### config.mk
export PLATFORM = sky130hd
export DESIGN_NAME = imem_loader_flat
export DESIGN_NICKNAME = d
export VERILOG_FILES = /design/src/rtl/imem_pkg.sv /design/src/rtl/imem_loader_if.sv /design/src/rtl/imem_loader.sv /design/src/flat_wrapper.sv
export SDC_FILE = /design/constraint.sdc
export NUM_CORES = 1
export LEC_CHECK = 0
export CAP_MARGIN = 10
export CORE_UTILIZATION = 50
export DETAILED_ROUTE_END_ITERATION = 16
export PLACE_DENSITY_LB_ADDON = 0.12
export SYNTH_ARGS = -nofsm -noshare
export SYNTH_HDL_FRONTEND = slang
export SYNTH_SLANG_ARGS = --single-unit
### constraint.sdc
create_clock -name clk -period 3.5 [get_ports clk]
set_input_delay 0.525 -clock clk [delete_from_list [all_inputs] [get_ports clk]]
set_output_delay 0.525 -clock clk [all_outputs]
set_load 0.02 [all_outputs]
### src/rtl/imem_pkg.sv
// rtl/imem_pkg.sv - shared types and sizes for the instruction-memory loader
//
// Purpose : loader state encoding plus the instruction-memory geometry that
//           the loader and the instruction memory must agree on.
// Contents: state_t enum, IMEM_ADDR_W, IMEM_DEPTH, LEN_BYTES, and small
//           state-decode helpers used to build the registered outputs.

package imem_pkg;

    typedef enum logic [2:0] {
        IDLE   = 3'd0,
        LEN_LO = 3'd1,
        LEN_HI = 3'd2,
        DATA   = 3'd3,
        WRITE  = 3'd4,
        DONE   = 3'd5
    } state_t;

    localparam int IMEM_ADDR_W = 10;
    localparam int IMEM_DEPTH  = 1024;

    // Length header is a 16-bit little-endian word count.
    localparam int LEN_BYTES   = 2;

    // States in which the byte stream may transfer.
    function automatic logic state_accepts(input state_t s);
        return (s == LEN_LO) || (s == LEN_HI) || (s == DATA);
    endfunction

    // The core fetch stage is held off in every state except IDLE and DONE.
    function automatic logic state_busy(input state_t s);
        return (s != IDLE) && (s != DONE);
    endfunction

endpackage

### src/rtl/imem_loader_if.sv
// rtl/imem_loader_if.sv - byte-stream input and instruction-memory write port bundle
//
// Purpose : groups the loader's byte-stream handshake and its
//           instruction-memory write port.
// Signals : in_valid/in_data/in_ready - byte stream (producer -> loader)
//           mem_we/mem_addr/mem_wdata - word write port (loader -> memory)
// Modports: master - stream producer / memory side
//           slave  - the loader itself

interface imem_loader_if
    import imem_pkg::*;
#(
    parameter int ADDR_W = IMEM_ADDR_W
) ();

    logic              in_valid;
    logic [7:0]        in_data;
    logic              in_ready;

    logic              mem_we;
    logic [ADDR_W-1:0] mem_addr;
    logic [31:0]       mem_wdata;

    modport master (
        output in_valid,
        output in_data,
        input  in_ready,
        input  mem_we,
        input  mem_addr,
        input  mem_wdata
    );

    modport slave (
        input  in_valid,
        input  in_data,
        output in_ready,
        output mem_we,
        output mem_addr,
        output mem_wdata
    );

endinterface

### src/rtl/imem_loader.sv
// rtl/imem_loader.sv - runtime instruction-memory loader from a length-prefixed byte stream
//
// Purpose : receives a 16-bit little-endian word count followed by that many
//           32-bit little-endian instructions, and writes each word to the
//           instruction memory at consecutive addresses starting from 0.
//           busy holds the core fetch stage off while a load is running.
// Ports   : clk   - single clock
//           rst_n - synchronous active-low reset
//           start - one-cycle load request, honoured only in IDLE or DONE
//           busy  - high in every state except IDLE and DONE
//           done  - high in DONE
//           err   - sticky length error (header count exceeds DEPTH)
//           bus   - byte stream in, instruction-memory write port out
// All outputs are registered: each one is computed from the next state and
// loaded in the same flop update as the state register.

module imem_loader
    import imem_pkg::*;
#(
    parameter int ADDR_W = IMEM_ADDR_W,
    parameter int DEPTH  = IMEM_DEPTH
) (
    input  logic          clk,
    input  logic          rst_n,
    input  logic          start,
    output logic          busy,
    output logic          done,
    output logic          err,
    imem_loader_if.slave  bus
);

    localparam logic [16:0] DEPTH_L = 17'(DEPTH);

    // ------------------------------------------------------------------
    // State and datapath registers
    // ------------------------------------------------------------------
    state_t            state;
    state_t            state_n;

    logic [7:0]        len_lo;
    logic [7:0]        len_lo_n;
    logic [15:0]       len;
    logic [15:0]       len_n;
    logic [31:0]       word;
    logic [31:0]       word_n;
    logic [1:0]        byte_idx;
    logic [1:0]        byte_idx_n;
    logic [15:0]       wcnt;
    logic [15:0]       wcnt_n;

    // Registered outputs
    logic              err_q;
    logic              err_n;
    logic              in_ready_q;
    logic              in_ready_n;
    logic              mem_we_q;
    logic              mem_we_n;
    logic [ADDR_W-1:0] mem_addr_q;
    logic [ADDR_W-1:0] mem_addr_n;
    logic [31:0]       mem_wdata_q;
    logic [31:0]       mem_wdata_n;
    logic              busy_q;
    logic              busy_n;
    logic              done_q;
    logic              done_n;

    logic              fire;
    logic [15:0]       hdr_len;

    // in_ready_q is exactly "current state accepts", so the handshake can use
    // the registered copy without adding a decode on the ready path.
    assign fire    = bus.in_valid && in_ready_q;

    // Full header as it stands while the high byte is on the bus.
    assign hdr_len = {bus.in_data, len_lo};

    // ------------------------------------------------------------------
    // State register and registered outputs
    // ------------------------------------------------------------------
    always_ff @(posedge clk) begin
        if (!rst_n) begin
            state       <= IDLE;
            len_lo      <= '0;
            len         <= '0;
            word        <= '0;
            byte_idx    <= '0;
            wcnt        <= '0;
            err_q       <= 1'b0;
            in_ready_q  <= 1'b0;
            mem_we_q    <= 1'b0;
            mem_addr_q  <= '0;
            mem_wdata_q <= '0;
            busy_q      <= 1'b0;
            done_q      <= 1'b0;
        end else begin
            state       <= state_n;
            len_lo      <= len_lo_n;
            len         <= len_n;
            word        <= word_n;
            byte_idx    <= byte_idx_n;
            wcnt        <= wcnt_n;
            err_q       <= err_n;
            in_ready_q  <= in_ready_n;
            mem_we_q    <= mem_we_n;
            mem_addr_q  <= mem_addr_n;
            mem_wdata_q <= mem_wdata_n;
            busy_q      <= busy_n;
            done_q      <= done_n;
        end
    end

    // ------------------------------------------------------------------
    // Next-state and next-output logic
    // ------------------------------------------------------------------
    always_comb begin
        state_n     = state;
        len_lo_n    = len_lo;
        len_n       = len;
        word_n      = word;
        byte_idx_n  = byte_idx;
        wcnt_n      = wcnt;
        err_n       = err_q;
        mem_we_n    = 1'b0;
        // Address and data hold their last values between writes.
        mem_addr_n  = mem_addr_q;
        mem_wdata_n = mem_wdata_q;

        case (state)
            IDLE: begin
                if (start) begin
                    state_n = LEN_LO;
                    wcnt_n  = '0;
                    err_n   = 1'b0;
                end
            end

            LEN_LO: begin
                if (fire) begin
                    len_lo_n = bus.in_data;
                    state_n  = LEN_HI;
                end
            end

            LEN_HI: begin
                if (fire) begin
                    len_n = hdr_len;
                    if (hdr_len == 16'd0) begin
                        state_n = DONE;
                    end else if (17'(hdr_len) > DEPTH_L) begin
                        // Refuse the whole image rather than wrap the address.
                        err_n   = 1'b1;
                        state_n = DONE;
                    end else begin
                        byte_idx_n = 2'd0;
                        state_n    = DATA;
                    end
                end
            end

            DATA: begin
                if (fire) begin
                    word_n[{byte_idx, 3'b000} +: 8] = bus.in_data;
                    byte_idx_n                      = byte_idx + 2'd1;
                    if (byte_idx == 2'd3) begin
                        // Launch the write now so mem_we/addr/wdata are all
                        // registered and present together in WRITE.
                        state_n     = WRITE;
                        mem_we_n    = 1'b1;
                        mem_addr_n  = wcnt[ADDR_W-1:0];
                        mem_wdata_n = {bus.in_data, word[23:0]};
                    end
                end
            end

            WRITE: begin
                wcnt_n = wcnt + 16'd1;
                if (wcnt == len - 16'd1) begin
                    state_n = DONE;
                end else begin
                    byte_idx_n = 2'd0;
                    state_n    = DATA;
                end
            end

            DONE: begin
                if (start) begin
                    err_n   = 1'b0;
                    wcnt_n  = '0;
                    state_n = LEN_LO;
                end
            end

            default: begin
                state_n = IDLE;
            end
        endcase

        in_ready_n = state_accepts(state_n);
        busy_n     = state_busy(state_n);
        done_n     = (state_n == DONE);
    end

    // ------------------------------------------------------------------
    // Output drive
    // ------------------------------------------------------------------
    assign bus.in_ready  = in_ready_q;
    assign bus.mem_we    = mem_we_q;
    assign bus.mem_addr  = mem_addr_q;
    assign bus.mem_wdata = mem_wdata_q;
    assign busy          = busy_q;
    assign done          = done_q;
    assign err           = err_q;

endmodule

### src/flat_wrapper.sv
// flat-port wrapper written by rule: the top's interface ports become plain ports
module imem_loader_flat import imem_pkg::*;
#(
    parameter int ADDR_W = IMEM_ADDR_W,
    parameter int DEPTH  = IMEM_DEPTH
)
  (clk, rst_n, start, busy, done, err, bus_in_valid, bus_in_data, bus_in_ready, bus_mem_we, bus_mem_addr, bus_mem_wdata);
  imem_loader_if #(.ADDR_W(ADDR_W)) bus_i ();
  input  logic clk;
  input  logic rst_n;
  input  logic start;
  output logic busy;
  output logic done;
  output logic err;
  input wire logic [$bits(bus_i.in_valid)-1:0] bus_in_valid;
  input wire logic [$bits(bus_i.in_data)-1:0] bus_in_data;
  output wire logic [$bits(bus_i.in_ready)-1:0] bus_in_ready;
  output wire logic [$bits(bus_i.mem_we)-1:0] bus_mem_we;
  output wire logic [$bits(bus_i.mem_addr)-1:0] bus_mem_addr;
  output wire logic [$bits(bus_i.mem_wdata)-1:0] bus_mem_wdata;
  assign bus_i.in_valid = bus_in_valid;
  assign bus_i.in_data = bus_in_data;
  assign bus_in_ready = bus_i.in_ready;
  assign bus_mem_we = bus_i.mem_we;
  assign bus_mem_addr = bus_i.mem_addr;
  assign bus_mem_wdata = bus_i.mem_wdata;
  imem_loader #(.ADDR_W(ADDR_W), .DEPTH(DEPTH)) u_core (.clk(clk), .rst_n(rst_n), .start(start), .busy(busy), .done(done), .err(err), .bus(bus_i));
endmodule
; ---- Word-level counts from Yosys, hierarchy flattened
; Cells that the tools add are included.
[classes]
addsub = 4
mux = 24
n_reduce_logical = 19
n_eq_ne = 19
shift = 2
order_cmp = 1
[op_table]
columns = operator, count
row1 = $bwmux 32, 1
row2 = $pmux 16 s2, 1
row3 = $shift 8x7->32 const A, 1
row4 = $shiftx 8x7->32, 1
row5 = $mux 3, 8
row6 = $add 16x1->16 const B, 1
row7 = $eq 16x16->1, 1
row8 = $gt 16x11->1 const B, 1
row9 = $logic_not 16->1, 1
row10 = $mux 16, 1
row11 = $sub 16x1->16 const B, 1
row12 = $pmux 3 s5, 1
row13 = $eq 3x2->1 const B, 4
row14 = $mux 2, 5
row15 = $eq 3x3->1 const B, 3
row16 = $ne 2x1->1 const B, 4
row17 = $reduce_and 2->1, 4
row18 = $neg 5->7, 1
row19 = $eq 3x1->1 const B, 2
row20 = $ne 2x2->1 const B, 3
row21 = $pmux 2 s3, 1
row22 = $reduce_and 3->1, 2
row23 = $reduce_and 6->1, 1
row24 = $reduce_bool 3->1, 2
row25 = other kinds (11), 18
[word_totals]
elab_cells = 82
in_bits = 12
out_inout_bits = 47
register_bits = 124

; ---- Longest topological paths before layout
[depth]
ltp_word = 8
depth_mapped = 11
mapped_depth_nobuf = 9

; ---- Least setup slack after synthesis
; No wires, ideal clock.
[synth_timing]
path_kind = register to register
start = reg u_core.len[2]
end = reg u_core.busy_q, in the netlist u_core.busy
required_ns = 3.380
slack_ns = 0.811
setup_time_ns = 0.120
stages_incl_launch_ff = 9
t_arrival_ns = 2.569
cell_sequence = dfxtp_1 > buf_6 > or4_4 > or4_4 > a2111oi_4 > nand4_2 > a2111oi_4 > a211oi_2 > or2_1
[synth_via]
elab_chain_len = 6
[synth_lines]
columns = item, line_no
row1 = "start, declared", imem_loader.sv:42  ; logic [15:0] len;
row2 = "start signal, assigned", imem_loader.sv:98  ; len <= len_n;
row3 = $sub 16x1->16 *, imem_loader.sv:177  ; if (wcnt == len - 16'd1) begin
row4 = $eq 16x16->1 *, imem_loader.sv:177
row5 = $mux 3 *, imem_loader.sv:177
row6 = $pmux 3 s5 *, imem_loader.sv:128  ; case (state)
row7 = $ne 3x3->1 or $reduce_bool 3->1 (tied branches), imem_pkg.sv:32  ; return (s != IDLE) && (s != DONE);
row8 = $logic_and 1x1->1 *, imem_pkg.sv:32
row9 = "end signal, assigned", imem_loader.sv:107  ; busy_q <= busy_n;
row10 = "end, declared", imem_loader.sv:62  ; logic busy_q;
; Mark *: on every way between the ends. The rest lies on a longest branch, timed or not.
; A chain may end at the register's enable or synchronous reset.

; ---- Worst setup path in the final report
; Same ends and word-level chain as after synthesis.

==> results_dict.tcl <==
set metrics [dict create \
    status "finished clean" \
    ys.flop_type "dfxtp_1" \
    yosysWarnings 0 \
    grt_max_degree 50 \
    peakVddDrop_uv 428 \
    cts-resized-gates 0 \
    drc 0 \
    pwr-share-clk_pct 54.6 \
    async_flop_share_pct 0 \
    yosysSeqAreaShare_pct 45.1 \
    core-area_sq_mm 0.00986 \
    die_area_sq_mm 0.0107 \
    drt-total-wl_um 13000 \
    cts_max_path_buffers 2 \
    vias 4732 \
    layout-drive-gt1-share_pct 8.30 \
    rsz0062_at_grt "false" \
    slew_headroom_pct 62.9 \
    synth_edf_count 0 \
    p_sw_mw 0.790 \
    fin_tns_setup_ns 0 \
    wl_per_cell_um 15.5 \
    cts_root_buf "clkbuf_8" \
    post-route-util_pct 65.2 \
    gp_congestion 0.978 \
    syn-num-nets 669 \
    dp_hpwl_um 9080 \
    period_share_pct 81.4 \
    crit_fanout 9 \
    switching_share_pct 24.6 \
    ant_nets 0 \
    critPathKind "reg2reg" \
    syn2layout_area_growth_pct 24.9 \
    critPathRequiredTime_ns 3.91 \
    grt_pass1_vias 4414 \
    pwr-share-comb_pct 3.6 \
    drt-pass1-iter-count 5 \
    postCtsSetupBuffers 0 \
    hold_violations 0 \
    p_leak_nw 2.16 \
    worst_pin_slew_ns 0.555 \
    num_rows 36 \
    grt_pass1_wl_um 21400 \
    cts_buffers 17 \
    p_int_mw 2.42 \
    htreeDepth 4 \
    clk_pin_slew_ns 0.06 \
    multi_input_area_sq_mm 0.00261 \
    n_antenna_cell 0 \
    die_w_um 103 \
    drt_iter0_drc 296 \
    synth.avg_cell_area_sq_um 7.92 \
    yosys.area.top_type "dfxtp_1" \
    cts_tree "done" \
    synthDominantCellAreaShare_pct 45.1 \
    hold_buffers 0 \
    grtUsageTotal_pct 26.2 \
    port_buffers 58 \
    hold_class "reg2reg" \
    synthTopCellsByArea "dfxtp_1, nand2_1, a21oi_1" \
    syn_area_sq_mm 0.00515 \
    fillers 860 \
    crit_arrival_ns 3.26 \
    netlist-cell-type-count 54 \
    initial_utilization_pct 52.2 \
    chipHeight_um 103 \
    gr-total-overflow 0 \
    syn_inst 650 \
    crit_path_start_kind "flop" \
    vias_per_cell 5.61 \
    power_mw 3.21 \
    worstSetupEndpointType "flop" \
    cts.sinks 116 \
    clk_latency_ns 0.52 \
    synth.ff_latch_count 116 \
    cap_violations 0 \
    setup_viol 0 \
    p_seq_share_pct 41.8 \
    max_clock_freq_ghz 0.351 \
    fin_nets 717 \
    slew_viol_final 0 \
    antenna_found_initial 0 \
    skew_ns 0.00631 \
    post-route-min-period_ns 2.85 \
    ios 59 \
    pwr_density_cell_mw_per_mm2 500 \
    ff_latch_area_sq_mm 0.00232 \
]
[power by group through the flow]
stage          Combinational, mW  Sequential [mW]  Clock (mW)
2_1_floorplan             0.0646             1.37           0
3_3_place_gp               0.112             1.37           0
3_5_place_dp               0.114             1.37           0
4_1_cts                    0.115             1.34        1.77
5_1_grt                    0.125             1.34        1.84
6_report                   0.117             1.34        1.75
[through the flow]
| step | cell area [sq um] | hold WS, ns | std cells | setup slack [ns] |
|---|---|---|---|---|
| after floorplan | 5150 | 0.432 | 650 | 0.811 |
| after global placement | 5830 | 0.439 | 812 | 0.709 |
| after detailed placement | 5830 | 0.446 | 812 | 0.604 |
| after CTS | 6430 | 0.454 | 844 | 0.644 |
| after global routing | 6430 | 0.469 | 844 | 0.551 |
| final | 6430 | 0.450 | 844 | 0.652 |
[synthesized netlist by cell type (all sizes together) (2+ instances only)]
cell type,instances
a31oi,4
and2,3
or4,3
xor2,9
a311oi,2
nand2b,6
nand2,159
xnor2,16
and3,10
nor4,5
dfxtp,116
or2,4
nor3,12
inv,15
a2111oi,2
o22ai,2
nand4,7
nand4b,2
o21ai,13
nor3b,4
nor2,35
a21oi,96
clkbuf,40
nand3,32
nor2b,4
o21a,2
a211oi,4
or3,8
mux2i,10
ha,7
a31o,2
[routing by layer]
layer | share of wire (%) | global-route usage [%] | routed length, um
met1 | 45 | 34.7 | 5830
met2 | 48 | 42.0 | 6210
met3 | 5.5 | 5.44 | 717
met4 | 2.2 | 10.2 | 292
met5 | 0 | 0 | 0
[registers in the layout (all words and copies together), names as in the netlist]
signal                count
u_core.bus.in_ready       1
u_core.bus.mem_addr      10
u_core.bus.mem_wdata     32
u_core.bus.mem_we         1
u_core.busy               1
u_core.byte_idx           2
u_core.done               1
u_core.err                1
u_core.len               16
u_core.len_lo             8
u_core.state              3
u_core.wcnt              16
u_core.word              24
[cell type report]
| class | instances | share of cell area, % |
|---|---|---|
| clock buffers | 17 | 6.44 |
| clock inverters | 15 | 2.86 |
| inverters | 15 | 0.876 |
| multi-input cells | 478 | 40.7 |
| flip-flops and latches | 116 | 36.1 |
| well taps | 133 | 2.59 |
| repair buffers | 70 | 10.4 |
[critical path, stage by stage (launching register included)]
cell       delay (ns)
dfxtp_1          0.37
or4_4            0.57
or4_4            0.54
a2111oi_4        0.36
nand4_2          0.16
a2111oi_4        0.36
a211oi_2         0.14
or2_1            0.23
[path summary, 6_finish.rpt]
kind	from	slack (ns)	to	cells after the start
worst max-delay path	u_core.len[2]$_SDFFE_PN0P_	0.65	u_core.busy$_SDFF_PN0_	7
worst min-delay path	u_core.word[21]$_SDFFE_PN0P_	0.45	u_core.bus.mem_wdata[21]$_SDFFE_PN0P_	2
worst max register to register	u_core.len[2]$_SDFFE_PN0P_	0.65	u_core.busy$_SDFF_PN0_	7
worst min register to register	u_core.word[21]$_SDFFE_PN0P_	0.45	u_core.bus.mem_wdata[21]$_SDFFE_PN0P_	2
[kinds of logic after synthesis]
kind of cell	count (synthesis)	share of synthesized area (%)
adder cells (fa/ha/maj)	7	1.70
flip-flops	116	45.1
multiplexers	10	1.94
AO/OA/AOI/OAI	136	15.6
XOR/XNOR	26	4.69
buffers and inverters	56	4.23
AND/OR/NAND/NOR	299	26.7
[cell usage in the layout (no fill, tap or decap), types with 6 or more instances in the layout]
| master | instances |
|---|---|
| nor2_1 | 35 |
| a21oi_1 | 96 |
| o21ai_0 | 12 |
| xnor2_1 | 16 |
| inv_6 | 6 |
| buf_4 | 12 |
| clkbuf_16 | 16 |
| nand2b_1 | 6 |
| ha_1 | 7 |
| and3_1 | 10 |
| nand3_1 | 32 |
| dfxtp_1 | 116 |
| or3_1 | 8 |
| xor2_1 | 9 |
| inv_1 | 14 |
| nor3_1 | 11 |
| nand4_1 | 6 |
| mux2i_1 | 10 |
| clkdlybuf4s50_1 | 58 |
| nand2_1 | 159 |
Power figures use the tool's default switching activity.
